<file path="config.mk">
export PLATFORM = sky130hd
export DESIGN_NAME = gp_register_flat
export DESIGN_NICKNAME = d
export VERILOG_FILES = /design/src/rtl/gp_register_pkg.sv /design/src/rtl/gp_register_if.sv /design/src/rtl/gp_incdec.sv /design/src/rtl/gp_register.sv /design/src/flat_wrapper.sv
export SDC_FILE = /design/constraint.sdc
export NUM_CORES = 1
export LEC_CHECK = 0
export BUFFER_PORTS_ARGS = -buffer_cell sky130_fd_sc_hd__buf_2
export CAP_MARGIN = 0
export CELL_PAD_IN_SITES_DETAIL_PLACEMENT = 2
export CELL_PAD_IN_SITES_GLOBAL_PLACEMENT = 2
export CORE_MARGIN = 1.5
export CORE_UTILIZATION = 27
export DETAILED_ROUTE_END_ITERATION = 10
export PLACE_DENSITY_LB_ADDON = 0.1
export SKIP_LAST_GASP = 1
export SLEW_MARGIN = 25
export SYNTH_ARGS = -nofsm -noshare
export SYNTH_HDL_FRONTEND = slang
export SYNTH_SLANG_ARGS = --single-unit
export TNS_END_PERCENT = 100
</file>
<file path="constraint.sdc">
create_clock -name CLK -period 2.4 [get_ports CLK]
set_clock_uncertainty 0.2 [all_clocks]
set_input_delay 0.48 -clock CLK [delete_from_list [all_inputs] [get_ports CLK]]
set_output_delay 0.48 -clock CLK [all_outputs]
set_load 0.05 [all_outputs]
</file>
<file path="src/rtl/gp_register_pkg.sv">
// Shared CPU constants: default datapath width and counter overflow modes.
package gp_register_pkg;
  localparam int DEFAULT_WIDTH = 12;
  localparam int MODE_WRAP     = 0;
  localparam int MODE_SAT      = 1;
endpackage

</file>
<file path="src/rtl/gp_register_if.sv">
// Strobe/data bundle of the general-purpose register; master drives ops, slave is the register.
interface gp_register_if
  import gp_register_pkg::*;
#(
  parameter int WIDTH = DEFAULT_WIDTH
);
  logic [WIDTH-1:0] Datain;
  logic             LD;
  logic             INR;
  logic             DCR;
  logic             CLR;
  logic             SHL;
  logic             SHR;
  logic             SIN;
  logic             OVF_CLR;
  logic [WIDTH-1:0] Dataout;
  logic             CARRY;
  logic             OVF;
  logic             ZERO;

  modport master (
    output Datain, LD, INR, DCR, CLR, SHL, SHR, SIN, OVF_CLR,
    input  Dataout, CARRY, OVF, ZERO
  );

  modport slave (
    input  Datain, LD, INR, DCR, CLR, SHL, SHR, SIN, OVF_CLR,
    output Dataout, CARRY, OVF, ZERO
  );
endinterface

</file>
<file path="src/rtl/gp_incdec.sv">
// Next value and carry/borrow for increment or decrement, with wrap or saturate at the rails.
module gp_incdec
  import gp_register_pkg::*;
#(
  parameter int WIDTH    = DEFAULT_WIDTH,
  parameter int SATURATE = MODE_WRAP
) (
  input  logic [WIDTH-1:0] val,
  input  logic             dec,
  output logic [WIDTH-1:0] nxt,
  output logic             carry
);
  localparam logic [WIDTH-1:0] ONE = {{(WIDTH-1){1'b0}}, 1'b1};

  always_comb begin
    nxt   = val;
    carry = 1'b0;
    if (!dec) begin
      if (val == '1) begin
        carry = 1'b1;
        nxt   = (SATURATE == MODE_SAT) ? val : '0;
      end else begin
        nxt = val + ONE;
      end
    end else begin
      if (val == '0) begin
        carry = 1'b1;
        nxt   = (SATURATE == MODE_SAT) ? val : '1;
      end else begin
        nxt = val - ONE;
      end
    end
  end
endmodule

</file>
<file path="src/rtl/gp_register.sv">
// General-purpose register: clear/load/inc/dec/shift by fixed priority, carry and sticky overflow.
module gp_register
  import gp_register_pkg::*;
#(
  parameter int               WIDTH     = DEFAULT_WIDTH,
  parameter int               SATURATE  = MODE_WRAP,
  parameter logic [WIDTH-1:0] RESET_VAL = '0
) (
  input logic         CLK,
  input logic         RST,
  gp_register_if.slave bus
);
  logic [WIDTH-1:0] data_q, data_d;
  logic             carry_q, carry_d;
  logic             ovf_q, ovf_d;
  logic             ovf_set;
  logic [WIDTH-1:0] id_nxt;
  logic             id_carry;

  // INR outranks DCR, so the unit only decrements when INR is low.
  gp_incdec #(
    .WIDTH   (WIDTH),
    .SATURATE(SATURATE)
  ) u_incdec (
    .val  (data_q),
    .dec  (~bus.INR),
    .nxt  (id_nxt),
    .carry(id_carry)
  );

  always_comb begin
    data_d  = data_q;
    carry_d = carry_q;
    ovf_set = 1'b0;
    if (bus.CLR) begin
      data_d  = '0;
      carry_d = 1'b0;
    end else if (bus.LD) begin
      data_d  = bus.Datain;
      carry_d = 1'b0;
    end else if (bus.INR || bus.DCR) begin
      data_d  = id_nxt;
      carry_d = id_carry;
      ovf_set = id_carry;
    end else if (bus.SHL) begin
      data_d  = {data_q[WIDTH-2:0], bus.SIN};
      carry_d = data_q[WIDTH-1];
    end else if (bus.SHR) begin
      data_d  = {bus.SIN, data_q[WIDTH-1:1]};
      carry_d = data_q[0];
    end
    // A set event in the same cycle wins over OVF_CLR.
    ovf_d = ovf_set | (ovf_q & ~bus.OVF_CLR);
  end

  always_ff @(posedge CLK or posedge RST) begin
    if (RST) begin
      data_q  <= RESET_VAL;
      carry_q <= 1'b0;
      ovf_q   <= 1'b0;
    end else begin
      data_q  <= data_d;
      carry_q <= carry_d;
      ovf_q   <= ovf_d;
    end
  end

  assign bus.Dataout = data_q;
  assign bus.CARRY   = carry_q;
  assign bus.OVF     = ovf_q;
  assign bus.ZERO    = (data_q == '0);
endmodule

</file>
<file path="src/flat_wrapper.sv">
// flat-port wrapper written by rule: the top's interface ports become plain ports
module gp_register_flat import gp_register_pkg::*;
#(
  parameter int               WIDTH     = DEFAULT_WIDTH,
  parameter int               SATURATE  = MODE_WRAP,
  parameter logic [WIDTH-1:0] RESET_VAL = '0
)
  (CLK, RST, bus_Datain, bus_LD, bus_INR, bus_DCR, bus_CLR, bus_SHL, bus_SHR, bus_SIN, bus_OVF_CLR, bus_Dataout, bus_CARRY, bus_OVF, bus_ZERO);
  gp_register_if #(.WIDTH(WIDTH)) bus_i ();
  input logic CLK;
  input logic RST;
  input wire logic [$bits(bus_i.Datain)-1:0] bus_Datain;
  input wire logic [$bits(bus_i.LD)-1:0] bus_LD;
  input wire logic [$bits(bus_i.INR)-1:0] bus_INR;
  input wire logic [$bits(bus_i.DCR)-1:0] bus_DCR;
  input wire logic [$bits(bus_i.CLR)-1:0] bus_CLR;
  input wire logic [$bits(bus_i.SHL)-1:0] bus_SHL;
  input wire logic [$bits(bus_i.SHR)-1:0] bus_SHR;
  input wire logic [$bits(bus_i.SIN)-1:0] bus_SIN;
  input wire logic [$bits(bus_i.OVF_CLR)-1:0] bus_OVF_CLR;
  output wire logic [$bits(bus_i.Dataout)-1:0] bus_Dataout;
  output wire logic [$bits(bus_i.CARRY)-1:0] bus_CARRY;
  output wire logic [$bits(bus_i.OVF)-1:0] bus_OVF;
  output wire logic [$bits(bus_i.ZERO)-1:0] bus_ZERO;
  assign bus_i.Datain = bus_Datain;
  assign bus_i.LD = bus_LD;
  assign bus_i.INR = bus_INR;
  assign bus_i.DCR = bus_DCR;
  assign bus_i.CLR = bus_CLR;
  assign bus_i.SHL = bus_SHL;
  assign bus_i.SHR = bus_SHR;
  assign bus_i.SIN = bus_SIN;
  assign bus_i.OVF_CLR = bus_OVF_CLR;
  assign bus_Dataout = bus_i.Dataout;
  assign bus_CARRY = bus_i.CARRY;
  assign bus_OVF = bus_i.OVF;
  assign bus_ZERO = bus_i.ZERO;
  gp_register #(.WIDTH(WIDTH), .SATURATE(SATURATE), .RESET_VAL(RESET_VAL)) u_core (.CLK(CLK), .RST(RST), .bus(bus_i));
endmodule
</file>
# ---- Word level (Yosys, flattened, before mapping)
# Cells that the tools add are included.
dict set report word_totals {
  mem_count 0
  input_bits 22
  latch_bits 0
  output_inout_bits 15
  wordCells 31
  reg_bits 14
  ramBits 0
  romBits 0
}
dict set report op_classes {
  muxes 19
  n_reduce_logical 3
  n_eq_ne 1
  n_addsub 2
  div_mod_pow 0
  n_shift 0
  n_bitwise 3
  mul 0
  magnitude_cmp 0
}
# op count
set ops {}
lappend ops {{$mux W12} 8}
lappend ops {{$add A12 B1 Y12 const B} 1}
lappend ops {{$eq A12 B12 Y1 const B} 1}
lappend ops {{$logic_not A12 Y1} 1}
lappend ops {{$sub A12 B1 Y12 const B} 1}
lappend ops {{$mux W1} 11}
lappend ops {{$reduce_bool A5 Y1} 1}
lappend ops {{$and A1 B1 Y1} 1}
lappend ops {{$logic_or A1 B1 Y1} 1}
lappend ops {{$not A1 Y1} 1}
lappend ops {{$or A1 B1 Y1} 1}

# ---- Longest topological paths before layout
# Gate-level depths: netlist of run 1.
dict set report logic_depth {
  depth_word 7
  mapped_depth 9
  ltp_nobuf 8
}

# ---- Cells and area by module
# Synthesis of run 1 repeated with hierarchy kept, for this count alone.
dict set report unflattened {
  hier_cells 192
  area_unflattened_um2 1519.0
}
# mod seq_area_each_um2 cells_per_inst n_inst area_each_um2
set modules_own_cells {}
lappend modules_own_cells {gp_register 350.3 103 1 922.1}
lappend modules_own_cells {gp_incdec 0.0 89 1 596.8}

# ---- Worst setup path before layout of run 1
# OpenSTA, ideal clock, no wires.
dict set report synth_timing {
  path_type {register to register}
  start {reg u_core.data_q[0], in the netlist u_core.bus.Dataout[0]}
  end {reg u_core.data_q[6], in the netlist u_core.bus.Dataout[6]}
  period_less_slack_ns 2.728
  path_buffers 1
  setup_time_ns 0.126
  path_slack_ns -0.328
  required_ns 2.074
  stages_incl_launch_ff 10
  arrival_ns 2.402
  cell_sequence {dfrtp_1 > clkbuf_1 > inv_1 > ha_1 > nor2b_1 > nand4_1 > inv_1 > nor2_1 > a221oi_1 > a221o_1}
}
dict set report synth_between {
  elab_chain_len 6
  word_cells_on_any_way 10
  classes_between {add/sub (2); eq/ne (1); mux (6); reduce/logical (1)}
}
# element line_no
set synth_lines {}
lappend synth_lines {{start, declared} gp_register.sv:13} ;# logic [WIDTH-1:0] data_q, data_d;
lappend synth_lines {{start signal, assigned} gp_register.sv:62} ;# data_q <= data_d;
lappend synth_lines {{$logic_not A12 Y1} n/a}
lappend synth_lines {{named net bus_ZERO} flat_wrapper.sv:24} ;# output wire logic [$bits(bus_i.ZERO)-1:0] bus_ZERO;
lappend synth_lines {{$mux W12} gp_incdec.sv:26} ;# if (val == '0) begin
lappend synth_lines {{$mux W12} gp_incdec.sv:18} ;# if (!dec) begin
lappend synth_lines {{$mux W12} gp_register.sv:41} ;# end else if (bus.INR || bus.DCR) begin
lappend synth_lines {{$mux W12} gp_register.sv:38} ;# end else if (bus.LD) begin
lappend synth_lines {{$mux W12} gp_register.sv:35} ;# if (bus.CLR) begin
# The timed path passes the listed nets, and every way through them passes these cells.
# A chain may end at the register's enable or synchronous reset.

# ---- Worst setup path in the final report of run 1
dict set report layout_timing {
  start {reg u_core.data_q[0], in the netlist u_core.bus.Dataout[0]}
  end {reg u_core.data_q[7], in the netlist u_core.bus.Dataout[7]}
}
dict set report layout_between {
  elab_chain_len 6
  word_cells_on_any_way 10
  classes_between {add/sub (2); eq/ne (1); mux (6); reduce/logical (1)}
}
# element line_no
set layout_lines {}
lappend layout_lines {{$sub A12 B1 Y12, or another cell as far along} gp_incdec.sv:30} ;# nxt = val - ONE;
lappend layout_lines {{$mux W12 (on tied branches)} {gp_incdec.sv:26, gp_incdec.sv:19}}
lappend layout_lines {{$mux W12 *} gp_incdec.sv:18}
lappend layout_lines {{$mux W12 *} gp_register.sv:41}
lappend layout_lines {{$mux W12 *} gp_register.sv:38}
lappend layout_lines {{$mux W12 *} gp_register.sv:35}
# Mark *: on every way between the ends. The rest lies on a longest branch, timed or not.

==> results.md, run 1 <==
- Filler Cell Count: 639
- Yosys reg bits: 14
- # hold bufs at CTS: 0
- Gr ovfl total: 0
- Min Tclk post-route: 2380 ps
- Worst-Skew Late Latency: 270 ps
- VDD IR max: 175 uV
- Vias post-DR: 1962
- GP Congestion: 0.858
- FFs w/ async S/R, synth: 100%
- Layout cell share with drive strength beyond 1: 38.2%
- Overall power: 0.00106 W
- Starting Density: 28.2%
- Max-slew headroom: 53.4%
- RR Startpoint: u_core.bus.Dataout[0]$_DFFE_PP0P_
- Die footprint: 0.00621 mm2
- Layout Nets: 298
- Final setup viols: 0
- Largest net degree at the start of global routing: 15
- Cell Area, Synth: 0.00155 mm2
- Leak: 0.957 nW
- Die Height: 78.8 um
- Max Cap Viol: 0
- Clock root buffer: clkbuf_8
- Worst min path class: input pin to asynchronous set/reset pin
- Switching share of power: 43.4%
- CTS Buf Count: 3
- Clock share of power: 25.5%
- Dpl hpwl: 5820 um
- Clock sinks: 14
- Finished Layout Cells: 344
- Status: complete, no violations
- Reg-to-Reg End: u_core.bus.Dataout[7]$_DFFE_PP0P_
- Crit path max fanout: 4
- PD cells: 486 mW/mm2
- Internal Power: 0.000600 W
- Hold Fails Final Rpt: 0
- # IOs: 37
- ANT cells: 0
- Clk slew on worst S/H paths: 90 ps
- DRT Pass-1 Iters: 4
- Clk buf depth: 2
- Core area: 0.00551 mm2
- Most frequently used flop master after synthesis: dfrtp_1
- Row cnt: 27
- Placed insts: 337
- Tightest Pin Transition: 698 ps
- Worst R2R Setup Slack: 20 ps
- Post-DR vias/cell: 5.70
- Final Cycle Share: 99.3%
- CP required: 2340 ps
- Critical path arrival: 2330 ps
- Worst R2R Path Depth: 5
- Worst Setup End Kind: flop
- Initial antenna violation count: 0
- Sequential cell area: 359 um2
- # port buffers: 36
- Max Slew Vio Count: 0
- Highest clock rate: 420 MHz
- Final ANT Viol Nets: 0
- Avg Inst Size Synth: 7.28 um2
- CTS tree: yes
- DRC viols: 0
- H-tree depth: 1
- RSZ-0062 raised after global routing: yes
- Flop pwr share: 27.3%
- Yosys warnings: 0
- Syn Nets: 238
- WL per Instance: 22.4 um
- EDFF count, synth: 0
- Post-Route WL: 7720 um
- Crit path kind: flop to flop
- Sequential share of the synthesized area: 22.6%
- Area Overhead vs Synth: 40.8%
- NetSw: 0.000461 W
- Combinational share of power: 47.2%
- Startpoint types: flop
- Synth unique cells: 43
- DRC marker count from the first detailed-route iteration: 100
- First-pass GRT wire length: 12000 um
- Number of global-route vias before repair: 2165
- Multi-input logic area: 0.00113 mm2
- Chip width: 78.8 um
- Synthesized instance count: 213
- Post-route setup TNS: 0 ps
- GRT Overall Usage: 25.8%
final cells by class:
cell class | count | area share (%)
Sequential cell | 14 | 16.4
Multi-Input combinational cell | 165 | 51.7
Tap cell | 72 | 4.13
Inverter | 12 | 2.18
Clock buffer | 4 | 2.52
Timing Repair Buffer | 77 | 23.0
worst max-delay path by stage:
stage / from / to / slack [ps] / cells after the start
2_1_floorplan: u_core.bus.Dataout[2]$_DFFE_PP0P_ / u_core.bus.Dataout[7]$_DFFE_PP0P_ / -70 / 6
3_3_place_gp: u_core.bus.Dataout[1]$_DFFE_PP0P_ / u_core.bus.Dataout[2]$_DFFE_PP0P_ / 80 / 9
3_5_place_dp: u_core.bus.Dataout[1]$_DFFE_PP0P_ / u_core.bus.Dataout[2]$_DFFE_PP0P_ / -30 / 9
4_1_cts: u_core.bus.Dataout[2]$_DFFE_PP0P_ / bus_ZERO / 30 / 6
5_1_grt: u_core.bus.Dataout[0]$_DFFE_PP0P_ / u_core.bus.Dataout[10]$_DFFE_PP0P_ / -80 / 7
6_report: u_core.bus.Dataout[0]$_DFFE_PP0P_ / u_core.bus.Dataout[7]$_DFFE_PP0P_ / 20 / 5
Yosys cell counts, drive strengths merged (4+ instances only):
| cell type | n | area [um2] |
|---|---|---|
| a221o | 7 | 70.1 |
| inv | 12 | 45.0 |
| xnor2 | 8 | 70.1 |
| nor2 | 14 | 52.6 |
| or4 | 4 | 30.0 |
| clkbuf | 21 | 80.1 |
| nand2 | 18 | 67.6 |
| dfrtp | 14 | 350 |
| nor4 | 5 | 31.3 |
| a2111oi | 4 | 35.0 |
| nor3 | 8 | 40.0 |
| a21oi | 14 | 70.1 |
| nand4 | 4 | 25.0 |
| nand3 | 6 | 30.0 |
| mux2i | 7 | 70.1 |
| nand2b | 4 | 25.0 |
| nor2b | 4 | 25.0 |
| a211oi | 7 | 52.6 |
| o21ai | 15 | 75.1 |
state kept, by name (all words and copies together) (netlist names):
signal	cells
u_core.bus.Dataout	12
u_core.bus.OVF	1
u_core.bus.CARRY	1
critical path, stage by stage (launching register included):
cell and delay, ps:
dfrtp_2 440, or4_1 560, or4_4 440, a221oi_2 280, a211oi_1 80, a221o_1 270
timing repair:
item / CTS / global route
setup buffers: 2 / 1
gates resized for setup: 4 / 11
pin swaps: 0 / 2
setup endpoints to repair: 4 / 7
cells in the final DEF, fill, tap and decap left out, types with 3 or more instances in the layout:
cell,count
buf_4,39
buf_2,35
nand2_1,18
o21ai_0,15
nor2_1,14
a21oi_1,14
inv_1,11
xnor2_1,8
a211oi_1,7
mux2i_1,7
a221o_1,7
nor3_1,7
dfrtp_1,7
dfrtp_2,7
nand3_1,6
nand4_1,4
nand2b_1,4
clkbuf_8,4
nor4_1,3
nor2b_1,3
a22oi_1,3
or4_1,3
o31ai_1,3
a31o_2,3
buf_6,3
cells by family (layout without fill, tap and decap cells):
group / after synthesis / in the layout / share of synthesized area [%]
buf+inv: 34 / 93 / 8.39
simple gates: 75 / 75 / 24.9
compound gates: 71 / 71 / 32.1
flops: 14 / 14 / 22.6
fa+ha+maj: 3 / 3 / 2.42
mux: 7 / 7 / 4.52
xor+xnor: 9 / 9 / 5.09
power groups by stage:
stage | sequential (W) | clock, W | combinational [W]
after floorplan | 0.000340 | 0 | 0.000227
after global placement | 0.000293 | 0 | 0.000449
after detailed placement | 0.000296 | 0 | 0.000464
after CTS | 0.000289 | 0.000271 | 0.000482
after global routing | 0.000292 | 0.000281 | 0.000536
final | 0.000289 | 0.000271 | 0.000501
per-layer routing:
layer  track usage (%)  vias to the layer above  wire, um  share of wire [%]
met4              7.32                        0        65               0.84
met1              33.1                      989      3350                 43
met3              3.22                        7       360                4.7
li1                  -                      914         -                  -
met5                 0                        -         0                  0
met2              45.1                       52      3940                 51
metrics by stage:
stage	hold slack [ps]	utilization [%]	area [um2]	setup WS, ps
after floorplan	169	-	1580	-66.7
after global placement	279	37.2	2050	81.6
after detailed placement	309	37.2	2050	-33.9
after CTS	151	38.8	2140	32.8
after global routing	181	39.7	2180	-84.9
final	110	39.7	2180	17.2
No activity file was read; power rests on OpenSTA's default activity.
==> inputs of run 2 (changes only) <==
Settings changed: CELL_PAD_IN_SITES_DETAIL_PLACEMENT 2 to 1, CELL_PAD_IN_SITES_GLOBAL_PLACEMENT 2 to 1, CORE_MARGIN 1.5 to unset, CORE_UTILIZATION 27 to 35.
==> results.md, run 2 (same netlist as run 1, synthesis figures left out) <==
- CP required: 2330 ps (about the same)
- Crit path kind: flop to flop
- Core area: 0.00412 mm2 (-25%)
- # IOs: 37 (unchanged)
- Layout Utilization: 51.2% (+12 points)
- DRC viols: 0 (unchanged)
- Leading cell type in the layout, fill and taps excluded: buf_4
- Combinational share of power: 48.1% (+0.9 points)
- Commonest non-fill, non-tap cells in the layout: 36 x buf_4, 35 x buf_2, 18 x nand2_1, 15 x o21ai_0, 14 x a21oi_1
- Die footprint: 0.00470 mm2 (-24%)
- NetSw: 0.000418 W (-9.4%)
- Layout cell share with drive strength beyond 1: 37.8% (-0.41 points)
- Leak: 0.923 nW (-3.6%)
- GRT Overall Usage: 29.9% (+4.1 points)
- Hold Fails Final Rpt: 0 (unchanged)
- Highest clock rate: 421 MHz (+0.38%)
- Clock share of power: 22.2% (-3.3 points)
- Die Height: 68.6 um (-13%)
- Gr ovfl total: 0 (unchanged)
- Tightest Pin Transition: 617 ps (-81.4 ps)
- DP Worst Slack: -58.9 ps (-25.0 ps)
- Max Slew Vio Count: 0 (unchanged)
- CTS tree: yes
- # port buffers: 36 (unchanged)
- Min Tclk post-route: 2370 ps (-8.96 ps)
- Crit path max fanout: 9 (+5)
- Max reg flops: 12 (unchanged)
- Initial antenna violation count: 0 (unchanged)
- CTS Buf Count: 3 (unchanged)
- Vias post-DR: 1947 (-0.76%)
- H-tree depth: 1 (unchanged)
- Max Cap Viol: 0 (unchanged)
- VDD IR max: 182 uV (+3.6%)
- WL per Instance: 20.5 um (-8.6%)
- Clk slew on worst S/H paths: 70 ps (-20 ps)
- # hold bufs at CTS: 0 (unchanged)
- Post-route worst setup slack: 26.1 ps (+8.96 ps)
- Final ANT Viol Nets: 0 (unchanged)
- Flop pwr share: 29.7% (+2.4 points)
- RSZ-0062 raised after global routing: yes
- Final Cycle Share: 98.9% (-0.37 points)
- Post-Route WL: 6500 um (-16%)
- Chip width: 68.6 um (-13%)
- Max-slew headroom: 58.9% (+5.4 points)
- Finished Layout Cells: 317 (-7.8%)
- Row cnt: 23 (-15%)
- Overall power: 0.000975 W (-8.1%)
- PD cells: 462 mW/mm2 (-4.9%)
- Startpoint types: flop
- First-pass GRT wire length: 10100 um (-16%)
- Starting Density: 37.7% (+9.5 points)
- Critical path arrival: 2310 ps (-20 ps)
- Clk buf depth: 2 (unchanged)
- Status: complete, no violations
- Layout Nets: 293 (-1.7%)
- GP Congestion: 0.996 (+16%)
- Worst Setup End Kind: flop
- Dpl hpwl: 4890 um (-16%)
- Worst min path class: input pin to asynchronous set/reset pin
- Area Overhead vs Synth: 36.0%
- DRT Pass-1 Iters: 4 (unchanged)
- Post-DR vias/cell: 6.14 (+7.7%)
- Final setup viols: 0 (unchanged)
- Placed insts: 309 (-8.3%)
- Clock sinks: 14 (unchanged)
- Largest net degree at the start of global routing: 15 (unchanged)
- Switching share of power: 42.8% (-0.58 points)
- Worst-Skew Late Latency: 250 ps (-20 ps)
- ANT cells: 0 (unchanged)
- DRC marker count from the first detailed-route iteration: 131 (+31%)
- Number of global-route vias before repair: 1976 (-8.7%)
- Post-route setup TNS: 0 ps (unchanged)
- Clock root buffer: clkbuf_8
- Internal Power: 0.000557 W (-7.2%)
## run 2: final timing paths
path,end,slack (ps),depth (start not counted),from
worst max-delay path,u_core.bus.Dataout[7]$_DFFE_PP0P_,30,6,u_core.bus.Dataout[1]$_DFFE_PP0P_
worst min-delay path,u_core.bus.Dataout[9]$_DFFE_PP0P_,90,2,RST
worst max register to register,u_core.bus.Dataout[7]$_DFFE_PP0P_,30,6,u_core.bus.Dataout[1]$_DFFE_PP0P_
worst min register to register,u_core.bus.CARRY$_DFFE_PP0P_,300,2,u_core.bus.CARRY$_DFFE_PP0P_
max in group asynchronous,u_core.bus.Dataout[5]$_DFFE_PP0P_,1470,2,RST
min in group CLK,u_core.bus.OVF$_DFF_PP0_,210,2,bus_OVF_CLR
## run 2: power groups by stage
stage / registers (W) / clock network, W / logic (W)
6_report: 0.000290 / 0.000216 / 0.000469
5_1_grt: 0.000293 / 0.000230 / 0.000500
4_1_cts: 0.000288 / 0.000223 / 0.000450
3_5_place_dp: 0.000295 / 0 / 0.000428
3_3_place_gp: 0.000292 / 0 / 0.000417
2_1_floorplan: 0.000340 / 0 / 0.000227
## run 2: final cells by class
class	count	area [um2]
Inverter	12	47.5
Tap cell	50	62.6
Fill cell	528	2010
Sequential cell	14	358
Timing Repair Buffer	72	457
Multi-Input combinational cell	165	1140
Clock buffer	4	45.0
## run 2: routing by layer
metal,vias to the layer above,track usage (%),part of all wire [%]
met4,0,10.9,1.9
li1,906,-,-
met1,977,39.0,46
met3,10,2.80,3.6
met5,-,0,0
met2,54,50.6,48
## run 2: worst max-delay path, cell delays in order (launching register included)
cell,delay [ps]
dfrtp_2,420
buf_4,170
or4_1,440
or4_4,440
a221oi_2,260
a211oi_1,70
a221o_1,260
## run 2: repair_timing
item                                    4_1_cts  5_1_grt
resized for setup                             5       11
setup buffers                                 4        0
endpoints found under the setup margin        3        8
## run 2: stage by stage
| step | hold WS, ps | cell area (um2) |
|---|---|---|
| final | 91.3 | 2110 |
| after global routing | 153 | 2110 |
| after CTS | 107 | 2070 |
| after detailed placement | 295 | 1980 |
| after floorplan | 169 | 1580 |
| after global placement | 274 | 1980 |
